<file path="src/rtl/pad_poll_pkg.sv">
// Shared types and default timing constants for the pad poll scheduler.
package pad_poll_pkg;

    typedef enum logic [2:0] {
        IDLE,
        LATCH,
        LOW,
        HIGH,
        DONE
    } state_e;

    localparam int DEF_POLL_PERIOD = 833333;
    localparam int DEF_LATCH_CYC   = 600;
    localparam int DEF_HALF_CYC    = 300;

    function automatic int max2(input int a, input int b);
        return (a > b) ? a : b;
    endfunction

endpackage

</file>
<file path="src/rtl/pad_shift_capture.sv">
// One pad lane: 2-flop synchronizer on the serial data wire and an indexed
// capture register that stores the inverted (active-high) button bit.
module pad_shift_capture #(
    parameter int NUM_BITS = 8,
    parameter int K_W      = 3
) (
    input  logic                clk,
    input  logic                n_rst,
    input  logic                data_in,
    input  logic                cap_en,
    input  logic [K_W-1:0]      bit_idx,
    output logic [NUM_BITS-1:0] sr_out
);

    logic                sync1_q, sync2_q;
    logic [NUM_BITS-1:0] sr_q, sr_d;

    always_comb begin
        sr_d = sr_q;
        if (cap_en) begin
            sr_d[bit_idx] = ~sync2_q;
        end
    end

    // Synchronizers reset to the released (not pressed) line level.
    always_ff @(posedge clk or negedge n_rst) begin
        if (!n_rst) begin
            sync1_q <= 1'b1;
            sync2_q <= 1'b1;
            sr_q    <= '0;
        end else begin
            sync1_q <= data_in;
            sync2_q <= sync1_q;
            sr_q    <= sr_d;
        end
    end

    assign sr_out = sr_q;

endmodule

</file>
<file path="src/rtl/pad_poll_scheduler.sv">
// Latch/pulse poll sequencer for NUM_PADS serial game pads with periodic or
// on-demand polling. Macro PAD_EDGE_DETECT_EN enables the newly-pressed output.
module pad_poll_scheduler
    import pad_poll_pkg::*;
#(
    parameter int NUM_PADS    = 2,
    parameter int NUM_BITS    = 8,
    parameter int POLL_PERIOD = DEF_POLL_PERIOD,
    parameter int LATCH_CYC   = DEF_LATCH_CYC,
    parameter int HALF_CYC    = DEF_HALF_CYC
) (
    input  logic                         clk,
    input  logic                         n_rst,
    input  logic                         auto_en,
    input  logic                         poll_req,
    input  logic [NUM_PADS-1:0]          data,
    output logic                         latch,
    output logic                         pulse,
    output logic                         busy,
    output logic [NUM_PADS*NUM_BITS-1:0] buttons,
    output logic                         valid,
    output logic [NUM_PADS*NUM_BITS-1:0] pressed
);

    localparam int PH_MAX = max2(LATCH_CYC, HALF_CYC);
    localparam int PH_W   = (PH_MAX > 1) ? $clog2(PH_MAX) : 1;
    localparam int K_W    = (NUM_BITS > 1) ? $clog2(NUM_BITS) : 1;
    localparam int T_W    = (POLL_PERIOD > 1) ? $clog2(POLL_PERIOD) : 1;
    localparam int FW     = NUM_PADS * NUM_BITS;

    state_e         state_q, state_d;
    logic [PH_W-1:0] ph_q, ph_d;
    logic [K_W-1:0]  k_q, k_d;
    logic [T_W-1:0]  timer_q, timer_d;
    logic            pending_q, pending_d;
    logic            latch_q, latch_d, pulse_q, pulse_d, busy_q, busy_d;
    logic            valid_q, valid_d;
    logic [FW-1:0]   buttons_q, buttons_d;
    logic [FW-1:0]   frame;
    logic            tick, cap_en, frame_upd;

    for (genvar p = 0; p < NUM_PADS; p++) begin : g_pad
        pad_shift_capture #(
            .NUM_BITS (NUM_BITS),
            .K_W      (K_W)
        ) u_cap (
            .clk     (clk),
            .n_rst   (n_rst),
            .data_in (data[p]),
            .cap_en  (cap_en),
            .bit_idx (k_q),
            .sr_out  (frame[p*NUM_BITS +: NUM_BITS])
        );
    end

    always_comb begin
        tick      = auto_en && (timer_q == T_W'(POLL_PERIOD - 1));
        timer_d   = (!auto_en || tick) ? '0 : timer_q + T_W'(1);
        pending_d = pending_q | tick | poll_req;
        state_d   = state_q;
        ph_d      = ph_q;
        k_d       = k_q;
        cap_en    = 1'b0;
        frame_upd = 1'b0;

        case (state_q)
            IDLE: begin
                // Anything arriving in the start cycle merges into this poll.
                if (pending_q) begin
                    pending_d = 1'b0;
                    ph_d      = PH_W'(LATCH_CYC - 1);
                    state_d   = LATCH;
                end
            end
            LATCH: begin
                if (ph_q == '0) begin
                    ph_d    = PH_W'(HALF_CYC - 1);
                    k_d     = '0;
                    state_d = LOW;
                end else begin
                    ph_d = ph_q - PH_W'(1);
                end
            end
            LOW: begin
                if (ph_q == '0) begin
                    cap_en  = 1'b1;
                    ph_d    = PH_W'(HALF_CYC - 1);
                    state_d = (k_q == K_W'(NUM_BITS - 1)) ? DONE : HIGH;
                end else begin
                    ph_d = ph_q - PH_W'(1);
                end
            end
            HIGH: begin
                if (ph_q == '0) begin
                    ph_d    = PH_W'(HALF_CYC - 1);
                    k_d     = k_q + K_W'(1);
                    state_d = LOW;
                end else begin
                    ph_d = ph_q - PH_W'(1);
                end
            end
            DONE: begin
                frame_upd = 1'b1;
                state_d   = IDLE;
            end
            default: state_d = IDLE;
        endcase

        // Outputs are registered from the next state so pins never glitch.
        latch_d   = (state_d == LATCH);
        pulse_d   = (state_d == HIGH);
        busy_d    = (state_d != IDLE);
        valid_d   = frame_upd;
        buttons_d = frame_upd ? frame : buttons_q;
    end

    always_ff @(posedge clk or negedge n_rst) begin
        if (!n_rst) begin
            state_q   <= IDLE;
            ph_q      <= '0;
            k_q       <= '0;
            timer_q   <= '0;
            pending_q <= 1'b0;
            latch_q   <= 1'b0;
            pulse_q   <= 1'b0;
            busy_q    <= 1'b0;
            valid_q   <= 1'b0;
            buttons_q <= '0;
        end else begin
            state_q   <= state_d;
            ph_q      <= ph_d;
            k_q       <= k_d;
            timer_q   <= timer_d;
            pending_q <= pending_d;
            latch_q   <= latch_d;
            pulse_q   <= pulse_d;
            busy_q    <= busy_d;
            valid_q   <= valid_d;
            buttons_q <= buttons_d;
        end
    end

`ifdef PAD_EDGE_DETECT_EN
    // buttons_q still holds the previous frame during the DONE cycle.
    logic [FW-1:0] pressed_q, pressed_d;

    always_comb begin
        pressed_d = frame_upd ? (frame & ~buttons_q) : pressed_q;
    end

    always_ff @(posedge clk or negedge n_rst) begin
        if (!n_rst) begin
            pressed_q <= '0;
        end else begin
            pressed_q <= pressed_d;
        end
    end

    assign pressed = pressed_q;
`else
    assign pressed = '0;
`endif

    assign latch   = latch_q;
    assign pulse   = pulse_q;
    assign busy    = busy_q;
    assign valid   = valid_q;
    assign buttons = buttons_q;

endmodule

</file>
<file path="config.mk">
export PLATFORM = sky130hd
export DESIGN_NAME = pad_poll_scheduler
export DESIGN_NICKNAME = d
export VERILOG_FILES = /design/src/rtl/pad_poll_pkg.sv /design/src/rtl/pad_shift_capture.sv /design/src/rtl/pad_poll_scheduler.sv
export SDC_FILE = /design/constraint.sdc
export NUM_CORES = 1
export LEC_CHECK = 0
export ABC_AREA = 1
export ABC_CLOCK_PERIOD_IN_PS = 3000
export BUFFER_PORTS_ARGS = -buffer_cell sky130_fd_sc_hd__clkbuf_2
export CAP_MARGIN = 20
export CORE_UTILIZATION = 25
export CTS_CLUSTER_DIAMETER = 50
export DETAILED_ROUTE_END_ITERATION = 10
export HOLD_SLACK_MARGIN = 0.15
export PLACE_DENSITY = 0.43
export RECOVER_POWER = 100
export SLEW_MARGIN = 20
export SYNTH_ARGS = -nofsm -noshare
export SYNTH_HDL_FRONTEND = slang
export SYNTH_HIERARCHICAL = 1
export SYNTH_SLANG_ARGS = --single-unit
</file>
<file path="constraint.sdc">
create_clock -name clk -period 3 [get_ports clk]
set_input_delay 0.3 -clock clk [delete_from_list [all_inputs] [get_ports clk]]
set_output_delay 0.3 -clock clk [all_outputs]
set_load 0.005 [all_outputs]
</file>
# Word level (Yosys, flattened, before mapping)
# Index checks and enable logic that the tools add are counted.
# classes
n_addsub	3
order_cmp	2
eq_ne	11
mux	21
bitwise_logic	4
n_reduce_logical	13
# ops
operator	n
$add 20x1->20 const B	1
$eq 20x20->1 const B	1
$mux 10	2
$mux 20	1
$pmux 10 s2	1
$mux 3	6
$bwmux 8	2
$logic_not 10->1	1
$sub 10x1->10 const B	1
$eq 3x2->1 const B	3
$pmux 3 s3	1
$eq 3x1->1 const B	2
$eq 3x3->1 const B	2
$mux 1	6
$ne 2x2->1 const B	3
$pmux 3 s2	1
$lt 3x4->1 const B	1
$reduce_bool 2->1	2
$add 3x1->3 const B	1
$demux 1 s3	1
$ge 3x1->1 const B	1
$logic_not 3->1	1
$reduce_and 3->1	1
$reduce_bool 3->1	1
other kinds (8)	11
# totals
register_bits	77
in_bits	6
out_inout_bits	36
word_cells	70

# Logic depth before layout (Yosys ltp)
# Gate-level depths: netlist (run 1).
# logic_depth
ltp_word	6
mapped_depth	11
mapped_depth_nobuf	11

# By module
# The synthesis (run 1) kept the hierarchy.
# by_module_without_submodules
module	n_inst	cells_each	area_each_um2	seq_area_each_um2
pad_poll_scheduler	1	385	3011.6	1426.4
pad_shift_capture	2	53	437.9	252.7

# Worst setup path before layout (run 1)
# OpenSTA, ideal clock, no wires.
# synth_path
path_type	register to register
from	register ph_q[0]
to	register g_pad[0].u_cap.sr_q[2]
setup_ps	117
t_arrival_ps	1553
t_required_ps	2883
setup_slack_ps	1331
path_stages_with_launch	12
n_path_buf	0
period_less_slack_ps	1669
cell_sequence	dfrtp_1 -> inv_1 -> ha_1 -> nand3_1 -> nor2_4 -> nand2_1 -> inv_1 -> inv_1 -> nor2_4 -> nand2_1 -> nand2_1 -> nand2_1
# synth_between
elab_chain_cells	3
# synth_rtl
element	line_no	text
start, declared	pad_poll_scheduler.sv:32	logic [PH_W-1:0] ph_q, ph_d;
start signal, assigned	pad_poll_scheduler.sv:131	ph_q <= ph_d;
$logic_not 10->1	pad_poll_scheduler.sv:85	if (ph_q == '0) begin
$mux 1	pad_poll_scheduler.sv:85	
$mux 1	pad_poll_scheduler.sv:66	case (state_q)
net cap_en	pad_poll_scheduler.sv:40	logic tick, cap_en, frame_upd;
end signal, assigned	pad_shift_capture.sv:34	sr_q <= sr_d;
end, declared	pad_shift_capture.sv:16	logic [NUM_BITS-1:0] sr_q, sr_d;
# The timed path passes the listed nets, and every way through them passes these cells.
# A chain may end at the register's enable or synchronous reset.

# Final worst setup path (run 1)
# layout_path
from	register state_q[1]
to	register buttons_q[7] (netlist: buttons[7])
# layout_between
elab_chain_cells	2
# layout_rtl
element	line_no	text
start, declared	pad_poll_scheduler.sv:31	state_e state_q, state_d;
start signal, assigned	pad_poll_scheduler.sv:130	state_q <= state_d;
$eq 3x3->1	pad_poll_scheduler.sv:66	
$mux 1	pad_poll_scheduler.sv:66	
end signal, assigned	pad_poll_scheduler.sv:139	buttons_q <= buttons_d;
end, declared	pad_poll_scheduler.sv:38	logic [FW-1:0] buttons_q, buttons_d;
# Every way passes these cells.

==> reports/qor.yml, run 1 <==
status: "finished, final reports clean"
synthesis.area_um2: 3890
synth_edf_count: 0
synth_cell_types: 27
routabilityCongestion: 0.810
switching_share_pct: 30.1
synthArstFlopShare_pct: 100
crit_buf_inv: 2
slew-limit-headroom_pct: 23.9
via_per_inst: 4.06
dp_hpwl_mm: 5.43
grt_pass1_vias: 2759
cp.arrival_ns: 2.38
num_antenna_cells: 0
dieArea_um2: 16100
finClkSkew_ns: 0.00674
htreeDepth: 3
die_h_um: 127
ys.flop_type: "dfrtp_1"
drc: 0
core_area_um2: 15200
cp-start-kind: "flop"
slowest_delay_ns: 0.85
cts.sinks: 77
cts.clk_slew.worst_paths_ns: 0.06
place_area_um2: 4160
cts_buffers: 9
ios: 42
period_share_pct: 71.7
overflow: 0
power.share.sequential_pct: 44.2
p_per_area_nw_per_um2: 628
ant_nets: 0
cp-end-kind: "flop"
required_ns: 3.23
design_area_um2: 4430
p_leak_uw: 0.00213
finalWirelength_mm: 7.71
post-route-min-period_ns: 2.15
insertion_delay_ns: 0.34
final_cell_mix: "nand2_1, dfrtp_1, nor2_1"
synth_cells: 491
cts_tree: "built"
cp_max_fo: 18
worstHoldPathType: "primary input to flop"
final_common_cell: "nand2_1"
hold_viol_final: 0
antenna_found_initial: 0
port_buffers: 25
synth.avg_cell_area_um2: 7.92
ys_seq_area_share_pct: 49.7
p_clk_share_pct: 38.6
grt_max_degree: 78
cp_top_family: "simple AND/OR/NAND/NOR gates"
syn2layout_area_growth_pct: 13.9
clock_path_buffers: 2
peakVddDrop_v: 0.000268
core.rowCount: 45
dr.first_iter.drc_count: 201
vias: 2918
setup_viol: 0
start_util_pct: 25.6
drive_gt1_share_pct: 11.9
dp_cells: 700
stdcell_count: 718
worstMarginPinSlew_ns: 1.14
rsz0062_at_grt: "false"
yosysWarnings: 6
power_switching_uw: 838
combPwrFrac_pct: 17.2
worstPathCellList: "nor2_1 -> inv_1 -> nor2_1 -> inv_2 -> nand2_1 -> nand2_1"
die_w_um: 127
clock.fmax_mhz: 465
cts_post_setup_buffers_inserted: 0
cts_root_buf: "clkbuf_16"
nets: 537
slowest_stage: "nor2_1"
first_pass_iters: 6
maxCapViolCount: 0
synth_seq_cells: 77
timing.final.max_slew_violations: 0
finalSetupTns_ns: 0
wl_per_cell_um: 10.7
reg2reg_slack_ns: 0.85
grt_pass1_wl_mm: 13.4
power.internal_uw: 1940
worstSetupPathType: "flop to flop"
grt_usage_pct: 10.7
## tightest hold or removal path, delay by kind of cell
kind | cells | cell delay, ns
buffers and inverters | 1 | 0.08
AND/OR/NAND/NOR | 1 | 0.08
AO/OA/AOI/OAI | 1 | 0.07
## layout make-up
cell class                      instances  area (µm²)
Fill cell                            1684       10800
Sequential cell                        77        1930
Multi-Input combinational cell        356        1620
Tap cell                              188         235
Clock buffer                            9         225
Inverter                               54         203
Timing Repair Buffer                   28         151
Clock inverter                          6        63.8
## timing repair
action / in CTS / in global routing
endpoints found under the hold margin: 2 / 73
gates resized for setup: 0 / 0
hold buffers: 2 / 1
## synthesized netlist by cell type, types with 4 or more instances
| cell | instances | area share, % |
|---|---|---|
| xnor2_1 | 5 | 1.1 |
| nor3_1 | 7 | 0.90 |
| nand3_2 | 4 | 1.0 |
| xor2_1 | 5 | 1.1 |
| ha_1 | 5 | 1.6 |
| inv_2 | 6 | 0.58 |
| nor2_4 | 6 | 1.7 |
| inv_1 | 46 | 4.4 |
| o21ai_1 | 4 | 0.51 |
| dfrtp_1 | 73 | 47 |
| o21ai_0 | 10 | 1.3 |
| dfstp_2 | 4 | 2.7 |
| buf_4 | 16 | 3.1 |
| nand3_1 | 33 | 4.2 |
| nand2_2 | 5 | 0.80 |
| nand2_1 | 165 | 16 |
| nor2_2 | 15 | 2.4 |
| nor2_1 | 62 | 6.0 |
| a21oi_1 | 9 | 1.2 |
## cells by family (layout without fill, tap and decap cells)
logic type      after synthesis  in the layout  share of synthesized area [%]
xor+xnor                     10             10                           2.25
flops                        77             77                           49.7
fa+ha+maj                     5              5                           1.61
other cells                   1             16                         0.0965
buf+inv                      73             97                           9.08
simple gates                301            301                           34.1
compound gates               24             24                           3.15
## per-stage QoR
| stage | total power, µW | hold WS (ns) | utilization, % | worst slack (ns) |
|---|---|---|---|---|
| after floorplan | 1620 | 0.00441 | - | 1.33 |
| after global placement | 1750 | 0.347 | 27.3 | 1.17 |
| after detailed placement | 1750 | 0.347 | 27.3 | 1.10 |
| after CTS | 2850 | 0.180 | 29.4 | 1.08 |
| after global routing | 2980 | 0.251 | 29.1 | 0.463 |
| final | 2780 | 0.231 | 29.1 | 0.848 |
## sequential cells by signal, indices dropped and copies added (netlist names)
name                 flops
timer_q                 20
buttons                 16
g_pad.u_cap/sr_out      16
ph_q                    10
k_q                      3
state_q                  3
g_pad.u_cap/sync1_q      2
g_pad.u_cap/sync2_q      2
busy                     1
latch                    1
pending_q                1
pulse                    1
valid                    1
## power groups by stage
stage	sequential [µW]	clock [µW]	combinational, µW
floorplan	1230	0	387
global placement	1250	0	504
detailed placement	1250	0	508
CTS	1230	1110	509
global route	1240	1160	573
finish	1230	1070	477
## final timing paths
| kind | from | endpoint | cells after the start |
|---|---|---|---|
| setup / recovery | state_q[1] | buttons[7] | 6 |
| hold / removal | poll_req | pending_q | 3 |
| setup reg to reg | state_q[1] | buttons[7] | 6 |
| hold reg to reg | g_pad[1].u_cap/sync1_q | g_pad[1].u_cap/sync2_q | 0 |
| max in group asynchronous | n_rst | ph_q[6] | 2 |
| min in group asynchronous | n_rst | buttons[2] | 2 |
## routing by layer
layer	GRT usage [%]	wire length (µm)
met1	13.7	3820
met5	0	0
met4	5.04	131
met2	16.2	3470
met3	3.58	289
(Power assumes the default switching activity.)
==> run 2, diff against run 1 <==
--- a/config.mk
+++ b/config.mk
@@ -6,7 +6,7 @@
 export NUM_CORES = 1
 export LEC_CHECK = 0
 export ABC_AREA = 1
-export ABC_CLOCK_PERIOD_IN_PS = 3000
+export ABC_CLOCK_PERIOD_IN_PS = 2100
 export BUFFER_PORTS_ARGS = -buffer_cell sky130_fd_sc_hd__clkbuf_2
 export CAP_MARGIN = 20
 export CORE_UTILIZATION = 25
==> constraint.sdc (replaced) <==
create_clock -name clk -period 2.1 [get_ports clk]
set_input_delay 0.21 -clock clk [delete_from_list [all_inputs] [get_ports clk]]
set_output_delay 0.21 -clock clk [all_outputs]
set_load 0.005 [all_outputs]
==> run 2 against run 1 <==
Against the previous run: register-to-register slack worse by 0.51 ns; flip-flop and latch count unchanged; die area is the same; setup slack got worse by 0.51 ns; core utilization grew 0.52 points; sequential share of layout area fell by 0.76 points; via count up 1.5%; global-route usage grew 0.20 points; power rose by 48%.
==> reports/qor.yml, run 2 (synthesis results as in run 1) <==
combPwrFrac_pct: 16.7  # -0.5 points
clock.fmax_mhz: 566  # +22%
maxCapViolCount: 0  # unchanged
dieArea_um2: 16100  # unchanged
first_pass_iters: 4  # -2
core.rowCount: 45  # unchanged
peakVddDrop_v: 0.000378  # +41%
worstHoldPathType: "primary input to flop"
worstSetupPathType: "flop to flop"
worstPathCellList: "inv_1 -> ha_1 -> nand3_1 -> nor2_4 -> nand2_1 -> inv_1 -> nand2_1 -> inv_1 -> nand2_1 -> nand2_1 -> nand2_1"
drive_gt1_share_pct: 12.3  # +0.45 points
nets: 541  # +0.74%
ios: 42  # unchanged
drc: 0  # unchanged
required_ns: 2.33  # -0.90 ns
post-route-min-period_ns: 1.77  # -0.386 ns
antenna_found_initial: 0  # unchanged
timing.final.max_slew_violations: 0  # unchanged
die_h_um: 127  # unchanged
ant_nets: 0  # unchanged
cp-end-kind: "flop"
cts.clk_slew.worst_paths_ns: 0.06  # about the same
cp.arrival_ns: 2.00  # -0.38 ns
cp-start-kind: "flop"
dr.first_iter.drc_count: 147  # -27%
cts_tree: "built"
insertion_delay_ns: 0.35  # about the same
reg2reg_slack_ns: 0.33  # -0.51 ns
worstMarginPinSlew_ns: 0.913  # -0.225 ns
grt_pass1_wl_mm: 13.5  # +0.62%
p_leak_uw: 0.00216  # +1.6%
cts_root_buf: "clkbuf_16"
power_switching_uw: 1220  # +45%
core_area_um2: 15200  # unchanged
slowest_delay_ns: 0.39  # -0.46 ns
finalWirelength_mm: 7.78  # +0.91%
wl_per_cell_um: 10.8  # +0.21%
power.share.sequential_pct: 42.6  # -1.6 points
setup_viol: 0  # unchanged
largest_register_ffs: 20  # unchanged
p_clk_share_pct: 40.7  # +2.1 points
switching_share_pct: 29.5  # -0.65 points
grt_max_degree: 63  # -19%
dp_hpwl_mm: 5.62  # +3.5%
cp_common_cell: "nand2_1"
num_antenna_cells: 0  # unchanged
hold_viol_final: 0  # unchanged
p_per_area_nw_per_um2: 916  # +46%
cp_max_fo: 7  # -11
start_util_pct: 25.6  # unchanged
grt_pass1_vias: 2808  # +1.8%
port_buffers: 25  # unchanged
period_share_pct: 84.1  # +12 points
rsz0062_at_grt: "false"
routabilityCongestion: 0.806  # -0.54%
regMostFlops: "timer_q"
power.internal_uw: 2910  # +50%
status: "finished, final reports clean"
finClkSkew_ns: 0.00500  # -0.00174 ns
fin_util_pct: 29.7  # +0.52 points
finalSetupTns_ns: 0  # unchanged
via_per_inst: 4.10  # +0.84%
clock_path_buffers: 2  # unchanged
syn2layout_area_growth_pct: 16.0
final_cell_mix: "nand2_1, dfrtp_1, nor2_1"
slew-limit-headroom_pct: 39.2  # +15 points
vias: 2963  # +1.5%
grt_usage_pct: 10.9  # +0.20 points
die_w_um: 127  # unchanged
slowest_stage: "dfrtp_1"
final_common_cell: "nand2_1"
cts.sinks: 77  # unchanged
overflow: 0  # unchanged
cts_buffers: 9  # unchanged
htreeDepth: 3  # unchanged
run 2: changes by cell type in the layout (fill, tap and decap cells not counted), sizes merged:
cell         before  now
bufinv            1    2
clkinv            4    5
dlygate4sd3       3    4
clkinvlp          2    1
clkbuf           33   34
buf               1    3
run 2: worst max-delay path, delay by kind of cell, from the launching register on:
family	cells	cell delay, ns
flip-flops	1	0.39
adder cells (fa/ha/maj)	1	0.26
AND/OR/NAND/NOR	7	0.58
buffers and inverters	3	0.44
run 2: path summary, 6_finish.rpt:
path / start / endpoint / cells past startpoint
min: auto_en / timer_q[2] / 3
max reg2reg: ph_q[0] / g_pad[0].u_cap/sr_out[3] / 11
max in group asynchronous: n_rst / g_pad[0].u_cap/sync1_q / 3
min reg2reg: g_pad[1].u_cap/sync1_q / g_pad[1].u_cap/sync2_q / 0
max: ph_q[0] / g_pad[0].u_cap/sr_out[3] / 11
min in group asynchronous: n_rst / buttons[2] / 2
run 2: power groups by stage:
stage,Combinational (µW),Clock [µW],Sequential (µW)
6_report,691,1680,1760
5_1_grt,802,1820,1770
2_1_floorplan,553,0,1760
3_3_place_gp,721,0,1780
4_1_cts,730,1750,1760
3_5_place_dp,723,0,1780
run 2: layer usage:
metal	part of all wire [%]	vias up	GRT usage (%)
met4	1.9	0	5.25
met5	0	-	0
met1	52	1345	14.1
li1	-	1556	-
met3	3.6	14	3.42
met2	43	48	16.5
run 2: what timing repair did:
| item | in CTS | in global routing |
|---|---|---|
| buffers inserted | 0 | 0 |
| hold buffers | 4 | 0 |
| endpoints found under the hold margin | 76 | 0 |
| resized for setup | 0 | 0 |
run 2: final cells by class:
class	instances	area, µm²
inverters	54	203
clock inverters	7	98.8
multi-input cells	356	1630
clock buffers	9	225
flip-flops and latches	77	1930
fillers	1656	10700
repair buffers	32	185
well taps	188	235
run 2: metrics by stage:
step                      setup WS [ns]  area [µm²]  total power [µW]  hold slack, ns  std cells
after global placement            0.403        4190              2500          0.0860        703
final                             0.334        4510              4130           0.152        723
after floorplan                   0.431        3940              2310         -0.0856        506
after CTS                         0.356        4560              4240           0.162        723
after global routing              0.101        4510              4390           0.155        723
after detailed placement          0.366        4190              2500          0.0854        703
==> run 3, diff against run 2 <==
--- a/config.mk
+++ b/config.mk
@@ -6,7 +6,7 @@
 export NUM_CORES = 1
 export LEC_CHECK = 0
 export ABC_AREA = 1
-export ABC_CLOCK_PERIOD_IN_PS = 2100
+export ABC_CLOCK_PERIOD_IN_PS = 1750
 export BUFFER_PORTS_ARGS = -buffer_cell sky130_fd_sc_hd__clkbuf_2
 export CAP_MARGIN = 20
 export CORE_UTILIZATION = 25
==> constraint.sdc (replaced) <==
create_clock -name clk -period 1.75 [get_ports clk]
set_input_delay 0.175 -clock clk [delete_from_list [all_inputs] [get_ports clk]]
set_output_delay 0.175 -clock clk [all_outputs]
set_load 0.005 [all_outputs]
==> run 3 against run 2 <==
Against the previous run: clock power grew 18%; final cell count increased by 1.8%; sequential share of layout area shrank 1.1 points; count of clock-buffer cells in the layout rose by 3; setup slack got worse by 0.17 ns.
==> reports/qor.yml, run 3 (synthesis results as in run 1) <==
fin_util_pct: 30.4  # +0.77 points
p_per_area_nw_per_um2: 1090  # +19%
cts.clk_slew.worst_paths_ns: 0.06  # about the same
drc: 0  # unchanged
switching_share_pct: 29.2  # -0.32 points
grt_pass1_wl_mm: 13.7  # +2.0%
die_w_um: 127  # unchanged
dieArea_um2: 16100  # unchanged
status: "finished, final reports clean"
rsz0062_at_grt: "false"
crit_start: "timer_q[0]"
cts.sinks: 77  # unchanged
cp.arrival_ns: 1.82  # -0.18 ns
power.share.sequential_pct: 41.6  # -1.0 points
grt_pass1_vias: 2853  # +1.6%
reg2reg_slack_ns: 0.16  # -0.17 ns
maxCapViolCount: 0  # unchanged
final_cell_mix: "nand2_1, dfrtp_1, nor2_1"
start_util_pct: 25.6  # unchanged
syn2layout_area_growth_pct: 19.0
power_switching_uw: 1470  # +21%
crit_path_end: "timer_q[18]"
cts_root_buf: "clkbuf_16"
cp-end-kind: "flop"
num_antenna_cells: 0  # unchanged
setup_viol: 0  # unchanged
p_clk_share_pct: 39.1  # -1.6 points
place_ws_ns: 0.176  # -0.190 ns
worstMarginPinSlew_ns: 1.05  # +0.133 ns
worst_slack_ns: 0.161  # -0.173 ns
worstHoldPathType: "flop to flop"
ant_nets: 0  # unchanged
finClkSkew_ns: 0.00374  # -0.00126 ns
port_buffers: 25  # unchanged
via_per_inst: 4.13  # +0.65%
reg2reg_from: "timer_q[0]"
overflow: 0  # unchanged
cp-start-kind: "flop"
grt_usage_pct: 11.0  # +0.098 points
finalSetupTns_ns: 0  # unchanged
cts_tree: "built"
peakVddDrop_v: 0.000515  # +36%
largest_register_ffs: 20  # unchanged
post-route-min-period_ns: 1.59  # -0.177 ns
holdWs_ns: 0.356  # +0.204 ns
combPwrFrac_pct: 19.2  # +2.5 points
finalWirelength_mm: 8.05  # +3.4%
timing.final.max_slew_violations: 0  # unchanged
slew-limit-headroom_pct: 30.3  # -8.8 points
clock.fmax_mhz: 629  # +11%
power.internal_uw: 3580  # +23%
required_ns: 1.98  # -0.35 ns
antenna_found_initial: 0  # unchanged
hold_viol_final: 0  # unchanged
first_pass_iters: 4  # unchanged
grt_max_degree: 40  # -37%
core.rowCount: 45  # unchanged
p_leak_uw: 0.00222  # +2.9%
clock_path_buffers: 2  # unchanged
vias: 3036  # +2.5%
routabilityCongestion: 0.808  # +0.29%
r2r-end: "timer_q[18]"
nets: 554  # +2.4%
rr_worst_depth: 8  # -3
final_common_cell: "nand2_1"
period_share_pct: 90.8  # +6.7 points
worstSetupPathType: "flop to flop"
die_h_um: 127  # unchanged
dr.first_iter.drc_count: 187  # +27%
htreeDepth: 3  # unchanged
dp_hpwl_mm: 5.84  # +4.0%
ios: 42  # unchanged
cp_max_fo: 4  # -3
regMostFlops: "timer_q"
wl_per_cell_um: 10.9  # +1.6%
fillers: 1617  # -2.4%
drive_gt1_share_pct: 14.2  # +1.9 points
core_area_um2: 15200  # unchanged
insertion_delay_ns: 0.34  # about the same
cts_buffers: 9  # unchanged
==> run 3: cell count changes in the layout (fill, tap and decap cells not counted), moves of 2 or more <==
cell / change
clkinv_4: -2
clkbuf_1: +2
clkbuf_2: +2
buf_4: +11
nor2_1: -2
==> run 3: power by group through the flow <==
stage / Combinational (µW) / Clock, µW / Sequential (µW)
2_1_floorplan: 663 / 0 / 2110
3_3_place_gp: 951 / 0 / 2130
3_5_place_dp: 947 / 0 / 2140
4_1_cts: 959 / 2060 / 2110
5_1_grt: 1110 / 2120 / 2130
6_report: 972 / 1980 / 2110
==> run 3: repair_timing <==
item                                   in CTS  in global routing
hold buffers                                5                  0
buffers inserted                            0                  2
endpoints found under the hold margin      39                  0
resized for setup                           0                  3
setup endpoints to repair                   0                  9
==> run 3: how the worst min path moves through the flow <==
| stage | from | end | cells after the start |
|---|---|---|---|
| final | g_pad[1].u_cap/sync1_q | g_pad[1].u_cap/sync2_q | 0 |
| after global routing | g_pad[1].u_cap/sync1_q | g_pad[1].u_cap/sync2_q | 0 |
| after CTS | g_pad[1].u_cap/sync1_q | g_pad[1].u_cap/sync2_q | 0 |
| after detailed placement | n_rst | buttons[4] | 1 |
| after global placement | n_rst | buttons[5] | 1 |
| after floorplan | n_rst | busy | 0 |
==> run 3: final cells by class <==
| cell class | instances | area, µm² | area share (%) |
|---|---|---|---|
| Timing Repair Buffer | 45 | 300 | 6.49 |
| Sequential cell | 77 | 1930 | 41.8 |
| Clock inverter | 4 | 72.6 | 1.57 |
| Tap cell | 188 | 235 | 5.09 |
| Multi-Input combinational cell | 356 | 1650 | 35.6 |
| Inverter | 54 | 203 | 4.38 |
| Clock buffer | 12 | 236 | 5.11 |
==> run 3: worst max-delay path: stages, from the launching register on <==
cell	delay (ns)
dfrtp_1	0.37
ha_1	0.18
nand2_1	0.08
nor2_1	0.28
inv_1	0.15
nor2_2	0.21
nand3_1	0.09
nand3_1	0.08
nor2_1	0.04
==> run 3: per-stage QoR <==
| step | instance area [µm²] | std cells | power, µW |
|---|---|---|---|
| after global routing | 4630 | 736 | 5360 |
| after floorplan | 3940 | 506 | 2770 |
| after CTS | 4640 | 734 | 5120 |
| after global placement | 4280 | 713 | 3080 |
| after detailed placement | 4280 | 713 | 3080 |
| final | 4630 | 736 | 5060 |
==> run 3: layer usage <==
layer / track usage, % / vias up / wire length [µm]
met5: 0 / - / 0
met4: 5.88 / 0 / 179
met3: 2.57 / 13 / 251
met2: 16.8 / 53 / 3550
met1: 14.4 / 1385 / 4070
li1: - / 1585 / -
